--- src/rtl/ehl_apb_burst_master.sv ---
// ehl_apb_burst_master
//   APB master that turns burst commands into a sequence of single-word APB
//   transfers at word-incrementing addresses (wrapping modulo 2^AWIDTH).
//   Write bursts pull one beat per transfer from the write-data stream; read
//   bursts push one beat per transfer onto the read-data stream. A one-cycle
//   done pulse with the OR of all pslverr responses closes every burst.
//
// Ports
//   pclk, presetn              clock, asynchronous active-low reset
//   cmd_valid/cmd_ready        burst command handshake
//   cmd_write, cmd_addr,       direction, start byte address (bits [1:0]
//   cmd_len                      ignored), beats minus one
//   wd_valid/wd_ready, wd_data write-data stream (one beat per APB write)
//   rd_valid/rd_ready, rd_data read-data stream, rd_err = pslverr of the beat
//     rd_err
//   done, done_err             end-of-burst pulse and accumulated error
//   paddr, pwrite, psel,       APB master request signals
//     penable, pwdata
//   pready, pslverr, prdata    APB slave response signals
//
// Every output is a flop or a decode of the one-hot state flops, so there is
// no combinational path from any input to any output.

module ehl_apb_burst_master #(
    parameter int AWIDTH      = 10,
    parameter int BURST_WIDTH = 8
) (
    input  logic                   pclk,
    input  logic                   presetn,

    input  logic                   cmd_valid,
    output logic                   cmd_ready,
    input  logic                   cmd_write,
    input  logic [AWIDTH-1:0]      cmd_addr,
    input  logic [BURST_WIDTH-1:0] cmd_len,

    input  logic                   wd_valid,
    output logic                   wd_ready,
    input  logic [31:0]            wd_data,

    output logic                   rd_valid,
    input  logic                   rd_ready,
    output logic [31:0]            rd_data,
    output logic                   rd_err,

    output logic                   done,
    output logic                   done_err,

    output logic [31:0]            paddr,
    output logic                   pwrite,
    output logic                   psel,
    output logic                   penable,
    output logic [31:0]            pwdata,
    input  logic                   pready,
    input  logic                   pslverr,
    input  logic [31:0]            prdata
);

    // One-hot state encoding; bit positions double as decode indices.
    localparam int B_IDLE   = 0;
    localparam int B_FETCH  = 1;
    localparam int B_SETUP  = 2;
    localparam int B_ACCESS = 3;
    localparam int B_RESP   = 4;

    localparam logic [4:0] S_IDLE   = 5'b00001;
    localparam logic [4:0] S_FETCH  = 5'b00010;
    localparam logic [4:0] S_SETUP  = 5'b00100;
    localparam logic [4:0] S_ACCESS = 5'b01000;
    localparam logic [4:0] S_RESP   = 5'b10000;

    logic [4:0]             state_q,    state_d;
    logic [AWIDTH-1:0]      addr_q,     addr_d;
    logic [BURST_WIDTH-1:0] cnt_q,      cnt_d;
    logic                   write_q,    write_d;
    logic                   err_q,      err_d;
    logic [31:0]            pwdata_q,   pwdata_d;
    logic [31:0]            rd_data_q,  rd_data_d;
    logic                   rd_err_q,   rd_err_d;
    logic                   done_q,     done_d;
    logic                   done_err_q, done_err_d;

    logic last_beat;

    assign last_beat = (cnt_q == '0);

    always_comb begin
        state_d    = state_q;
        addr_d     = addr_q;
        cnt_d      = cnt_q;
        write_d    = write_q;
        err_d      = err_q;
        pwdata_d   = pwdata_q;
        rd_data_d  = rd_data_q;
        rd_err_d   = rd_err_q;
        done_d     = 1'b0;
        done_err_d = 1'b0;

        case (state_q)
            S_IDLE: begin
                if (cmd_valid) begin
                    // Word-align by masking so every address bit is consumed.
                    addr_d  = cmd_addr & ~AWIDTH'(3);
                    cnt_d   = cmd_len;
                    write_d = cmd_write;
                    err_d   = 1'b0;
                    state_d = cmd_write ? S_FETCH : S_SETUP;
                end
            end

            S_FETCH: begin
                if (wd_valid) begin
                    pwdata_d = wd_data;
                    state_d  = S_SETUP;
                end
            end

            S_SETUP: begin
                state_d = S_ACCESS;
            end

            S_ACCESS: begin
                if (pready) begin
                    err_d = err_q | pslverr;
                    if (!write_q) begin
                        rd_data_d = prdata;
                        rd_err_d  = pslverr;
                        state_d   = S_RESP;
                    end else if (last_beat) begin
                        done_d     = 1'b1;
                        done_err_d = err_q | pslverr;
                        state_d    = S_IDLE;
                    end else begin
                        addr_d  = addr_q + AWIDTH'(4);
                        cnt_d   = cnt_q - BURST_WIDTH'(1);
                        state_d = S_FETCH;
                    end
                end
            end

            S_RESP: begin
                if (rd_ready) begin
                    if (last_beat) begin
                        done_d     = 1'b1;
                        done_err_d = err_q;
                        state_d    = S_IDLE;
                    end else begin
                        addr_d  = addr_q + AWIDTH'(4);
                        cnt_d   = cnt_q - BURST_WIDTH'(1);
                        state_d = S_SETUP;
                    end
                end
            end

            default: begin
                // Any non-one-hot value recovers to IDLE.
                state_d = S_IDLE;
            end
        endcase
    end

    always_ff @(posedge pclk or negedge presetn) begin
        if (!presetn) begin
            state_q    <= S_IDLE;
            addr_q     <= '0;
            cnt_q      <= '0;
            write_q    <= 1'b0;
            err_q      <= 1'b0;
            pwdata_q   <= '0;
            rd_data_q  <= '0;
            rd_err_q   <= 1'b0;
            done_q     <= 1'b0;
            done_err_q <= 1'b0;
        end else begin
            state_q    <= state_d;
            addr_q     <= addr_d;
            cnt_q      <= cnt_d;
            write_q    <= write_d;
            err_q      <= err_d;
            pwdata_q   <= pwdata_d;
            rd_data_q  <= rd_data_d;
            rd_err_q   <= rd_err_d;
            done_q     <= done_d;
            done_err_q <= done_err_d;
        end
    end

    assign cmd_ready = state_q[B_IDLE];
    assign wd_ready  = state_q[B_FETCH];
    assign psel      = state_q[B_SETUP] | state_q[B_ACCESS];
    assign penable   = state_q[B_ACCESS];
    assign rd_valid  = state_q[B_RESP];

    assign paddr     = {{(32-AWIDTH){1'b0}}, addr_q};
    assign pwrite    = write_q;
    assign pwdata    = pwdata_q;
    assign rd_data   = rd_data_q;
    assign rd_err    = rd_err_q;
    assign done      = done_q;
    assign done_err  = done_err_q;

endmodule

--- config.mk ---
export PLATFORM = sky130hd
export DESIGN_NAME = ehl_apb_burst_master
export DESIGN_NICKNAME = d
export VERILOG_FILES = /design/src/rtl/ehl_apb_burst_master.sv
export SDC_FILE = /design/constraint.sdc
export NUM_CORES = 1
export LEC_CHECK = 0
export CORE_ASPECT_RATIO = 1.25
export CORE_MARGIN = 4
export CORE_UTILIZATION = 30
export CTS_CLUSTER_DIAMETER = 60
export DETAILED_ROUTE_END_ITERATION = 6
export GPL_ROUTABILITY_DRIVEN = 0
export PLACE_DENSITY_LB_ADDON = 0.3
export SYNTH_ARGS = -nofsm -noshare
export SYNTH_HDL_FRONTEND = slang
export SYNTH_SLANG_ARGS = --single-unit
export TNS_END_PERCENT = 50
--- constraint.sdc ---
create_clock -name pclk -period 6 [get_ports pclk]
set_input_delay 0.9 -clock pclk [delete_from_list [all_inputs] [get_ports pclk]]
set_output_delay 0.9 -clock pclk [all_outputs]
set_load 0.05 [all_outputs]
==> impl_metrics.prom <==
# TYPE chip_impl_metric gauge
chip_impl_metric{name="die_height",unit="um"} 142.5
chip_impl_info{name="end_kind",value="output port"} 1
chip_impl_metric{name="ir_worst_vdd",unit="uV"} 302.3
chip_impl_info{name="run_status",value="finished clean"} 1
chip_impl_metric{name="synthCells",unit=""} 351
chip_impl_metric{name="register_area",unit="um2"} 2253
chip_impl_metric{name="placement_rows",unit=""} 48
chip_impl_metric{name="drc",unit=""} 0
chip_impl_info{name="path_type_of_the_worst_min_delay_path",value="flip-flop to flip-flop"} 1
chip_impl_metric{name="crit_required",unit="ns"} 5.10
chip_impl_info{name="tritoncts",value="yes"} 1
chip_impl_info{name="cts_root_buffer",value="clkbuf_16"} 1
chip_impl_metric{name="detail-route-antenna-nets",unit=""} 0
chip_impl_metric{name="worstSetupPathDepth",unit=""} 3
chip_impl_info{name="worstReg2RegStart",value="state_q[4]$_DFFE_PN0P_"} 1
chip_impl_metric{name="final_hold_viol_count",unit=""} 0
chip_impl_metric{name="boundaryPins",unit=""} 195
chip_impl_metric{name="grtUsageTotal",unit=""} 0.1337
chip_impl_metric{name="synthesized_area",unit="um2"} 4342
chip_impl_info{name="layout_commonest_cell",value="clkdlybuf4s50_1"} 1
chip_impl_metric{name="final-instance-count-excl-fill",unit=""} 692
chip_impl_metric{name="worst_clock_skew",unit="ns"} 0.007434
chip_impl_metric{name="cts_hold_buffers",unit=""} 0
chip_impl_info{name="most_used_cells_in_the_layout_excluding_fill_and_tap_cells",value="clkdlybuf4s50_1, dfrtp_1, mux2_2"} 1
chip_impl_metric{name="power_frac_comb",unit=""} 0.572
chip_impl_metric{name="pin_count_of_the_biggest_net_entering_global_routing",unit=""} 51
chip_impl_metric{name="timing_max_transition_violations_final",unit=""} 0
chip_impl_metric{name="yosys_warnings",unit=""} 0
chip_impl_metric{name="postRouteWirelength",unit="um"} 11220
chip_impl_metric{name="multi_input_area",unit="um2"} 1842
chip_impl_info{name="crit_chain",value="inv_1, nand2_1, clkdlybuf4s50_1"} 1
chip_impl_metric{name="port_buffers",unit=""} 168
chip_impl_metric{name="max_clock_freq",unit="MHz"} 352.5
chip_impl_info{name="regToRegEndpoint",value="addr_q[9]$_DFFE_PN0P_"} 1
chip_impl_info{name="cpMaxStageDelayCell",value="clkdlybuf4s50_1"} 1
chip_impl_metric{name="cts-root-to-sink-buffers",unit=""} 2
chip_impl_info{name="critical_path_source_type",value="flip-flop"} 1
chip_impl_metric{name="clkLatencyLatePin",unit="ns"} 0.33
chip_impl_metric{name="first_global_vias",unit=""} 3441
chip_impl_metric{name="cp_max_fo",unit=""} 10
chip_impl_metric{name="initial_utilization",unit=""} 0.3103
chip_impl_metric{name="r2r_cells",unit=""} 5
chip_impl_metric{name="vias",unit=""} 3263
chip_impl_metric{name="worst-r2r-setup-slack",unit="ns"} 3.20
chip_impl_info{name="synth_area_leader_cell",value="dfrtp_1"} 1
chip_impl_metric{name="num-nets-final",unit=""} 604
chip_impl_metric{name="post-cts-setup-buffers",unit=""} 0
chip_impl_info{name="criticalPathCategory",value="flip-flop to output port"} 1
chip_impl_metric{name="cellPowerDensity",unit="nW/um2"} 612.8
chip_impl_metric{name="design.die.area",unit="um2"} 16470
chip_impl_metric{name="fin_total_pwr",unit="mW"} 3.885
chip_impl_metric{name="post-route-worst-setup-slack",unit="ns"} 3.163
chip_impl_metric{name="place_area",unit="um2"} 6038
chip_impl_metric{name="slew_headroom",unit=""} 0.2693
chip_impl_metric{name="synth_top_area_share",unit=""} 0.5130
chip_impl_info{name="timing.critical_path.max_delay_family",value="buffers and inverters"} 1
chip_impl_metric{name="avgSynthCellArea",unit="um2"} 12.37
chip_impl_metric{name="finish.instance_area",unit="um2"} 6340
chip_impl_metric{name="power.internal",unit="mW"} 2.067
chip_impl_metric{name="pwr-share-clk",unit=""} 0.147
chip_impl_metric{name="total_switching_power",unit="mW"} 1.818
chip_impl_metric{name="core",unit="um2"} 13990
chip_impl_metric{name="hpwl",unit="um"} 8360
chip_impl_metric{name="tns",unit="ns"} 0
chip_impl_metric{name="cp_data_arrival_time",unit="ns"} 1.94
chip_impl_metric{name="sequentialPowerShare",unit=""} 0.281
chip_impl_metric{name="detailedRoute.firstIterationViolations",unit=""} 132
chip_impl_info{name="timing.critical_path.to",value="psel"} 1
chip_impl_metric{name="post_cts_sizing_count",unit=""} 0
chip_impl_metric{name="layout-drive-gt1-share",unit=""} 0.1857
chip_impl_metric{name="initial_antenna_violation_count",unit=""} 0
chip_impl_metric{name="netSwitchingFraction",unit=""} 0.4680
chip_impl_metric{name="firstDrtPassIters",unit=""} 4
chip_impl_metric{name="timing.final.crit_share",unit=""} 0.4728
chip_impl_metric{name="htreeDepth",unit=""} 3
chip_impl_metric{name="timing_worst_slew_pin_value",unit="ns"} 1.096
chip_impl_metric{name="cpPeakStageDelay",unit="ns"} 0.80
chip_impl_metric{name="post_drt_via_cell_ratio",unit=""} 4.715
chip_impl_metric{name="grt_pass1_wl",unit="um"} 17480
chip_impl_info{name="rsz0062_at_grt",value="false"} 1
chip_impl_metric{name="preCtsSetupSlack",unit="ns"} 3.066
chip_impl_metric{name="clkSlewWorstSetupHoldPaths",unit="ns"} 0.07
chip_impl_info{name="most_frequently_used_flop_master_after_synthesis",value="dfrtp_1"} 1
chip_impl_info{name="synth_area_leaders",value="dfrtp_1, mux2_4, mux2_2, buf_4, o21ai_0"} 1
chip_impl_metric{name="clock_sinks",unit=""} 90
chip_impl_metric{name="ys_seq_elements",unit=""} 90
chip_impl_metric{name="clock_period_minus_worst_slack",unit="ns"} 2.837
chip_impl_metric{name="final-setup-viol-count",unit=""} 0
chip_impl_metric{name="synth.yosys.seq_area_share",unit=""} 0.5190
chip_impl_metric{name="cts_inserted_buffers",unit=""} 9
chip_impl_metric{name="num_antenna_cells",unit=""} 0
chip_impl_metric{name="global_route.overflow_total",unit=""} 0
chip_impl_metric{name="placed_cells",unit=""} 676
chip_impl_metric{name="area_growth_syn_to_layout",unit="%"} 46.02
chip_impl_metric{name="fillCellCount",unit=""} 1345
chip_impl_metric{name="number_of_enable_type_register_cells_in_the_synthesized_netlist",unit=""} 0
chip_impl_metric{name="power.leakage",unit="nW"} 2.788
chip_impl_metric{name="die_w",unit="um"} 115.6
chip_impl_metric{name="yosys.cell_types.count",unit=""} 50
chip_impl_metric{name="avgRoutedWirePerCell",unit="um"} 16.22
chip_impl_info{name="critPathLaunch",value="state_q[3]$_DFFE_PN0P_"} 1
chip_impl_metric{name="max_capacitance_violation_count",unit=""} 0
chip_impl_metric{name="async_flop_share",unit=""} 1.000
chip_impl_metric{name="crit_buf_inv",unit=""} 2
through the flow:
stage          hold slack [ns]  utilization
6_report                0.4945       0.4531
5_1_grt                 0.5143       0.4531
4_1_cts                 0.4944       0.4531
3_5_place_dp            0.4791       0.4315
3_3_place_gp            0.4810       0.4315
2_1_floorplan           0.4577            -
kinds of logic after synthesis:
logic type               after synthesis  share of synthesized area
XOR/XNOR                               1                   0.002018
adder cells (fa/ha/maj)                2                   0.005763
AND/OR/NAND/NOR                       81                     0.1046
flip-flops                            90                     0.5190
multiplexers                          69                     0.2035
other                                  1                  0.0008637
buffers and inverters                 50                    0.07665
AO/OA/AOI/OAI                         57                    0.08761
routing by layer:
metal  global-route usage  share of wire  up-vias
met4              0.04821          0.020        0
met3              0.03658          0.077       17
met5                    0              0        -
met2               0.2216           0.49      146
met1               0.1664           0.41     1573
li1                     -              -     1527
cell usage after synthesis (6+ instances only):
library cell / count
nor2_1: 21
dfrtp_1: 89
nor3_1: 11
buf_4: 27
o31ai_1: 7
clkbuf_1: 7
nand2_1: 11
inv_1: 6
mux2_2: 37
nand3_1: 7
mux2_4: 29
o21ai_0: 16
a21oi_1: 9
a2bb2oi_1: 7
power by group through the flow:
stage                     registers, mW  clock network (mW)  logic, mW
final                              1.09               0.570       2.22
after global routing               1.13               0.626       2.34
after CTS                          1.09               0.594       2.25
after detailed placement           1.10                   0       2.24
after global placement             1.08                   0       2.22
after floorplan                    1.92                   0      0.722
area by class of cell:
cell class	count	share of cell area
Clock buffer	9	0.03552
Clock inverter	7	0.01204
Inverter	6	0.003552
Multi-Input combinational cell	234	0.2905
Sequential cell	90	0.3554
Tap cell	175	0.03454
Timing Repair Buffer	171	0.2684
state kept, by name, indices dropped and copies added, names as in the netlist:
signal and count:
addr_q 8, pwdata 32, pwrite 1, cnt_q 8, rd_err 1, done 1, err_q 1, done_err 1
rd_data 32, state_q 5
how the worst min path moves through the flow:
stage,end,from,depth (start not counted)
detailed placement,cnt_q[6]$_DFFE_PN0P_,cnt_q[6]$_DFFE_PN0P_,2
floorplan,cnt_q[6]$_DFFE_PN0P_,cnt_q[6]$_DFFE_PN0P_,2
finish,cnt_q[6]$_DFFE_PN0P_,cnt_q[6]$_DFFE_PN0P_,2
global route,cnt_q[6]$_DFFE_PN0P_,cnt_q[6]$_DFFE_PN0P_,2
global placement,cnt_q[6]$_DFFE_PN0P_,cnt_q[6]$_DFFE_PN0P_,2
CTS,cnt_q[6]$_DFFE_PN0P_,cnt_q[6]$_DFFE_PN0P_,2
worst register-to-register path: stages, from the launching register on:
cell     delay, ns
dfrtp_1       0.57
xor2_1        0.27
and2_1        0.69
a21o_1        0.64
or2_1         0.37
o22a_1        0.21
Power figures use the tool's default switching activity.
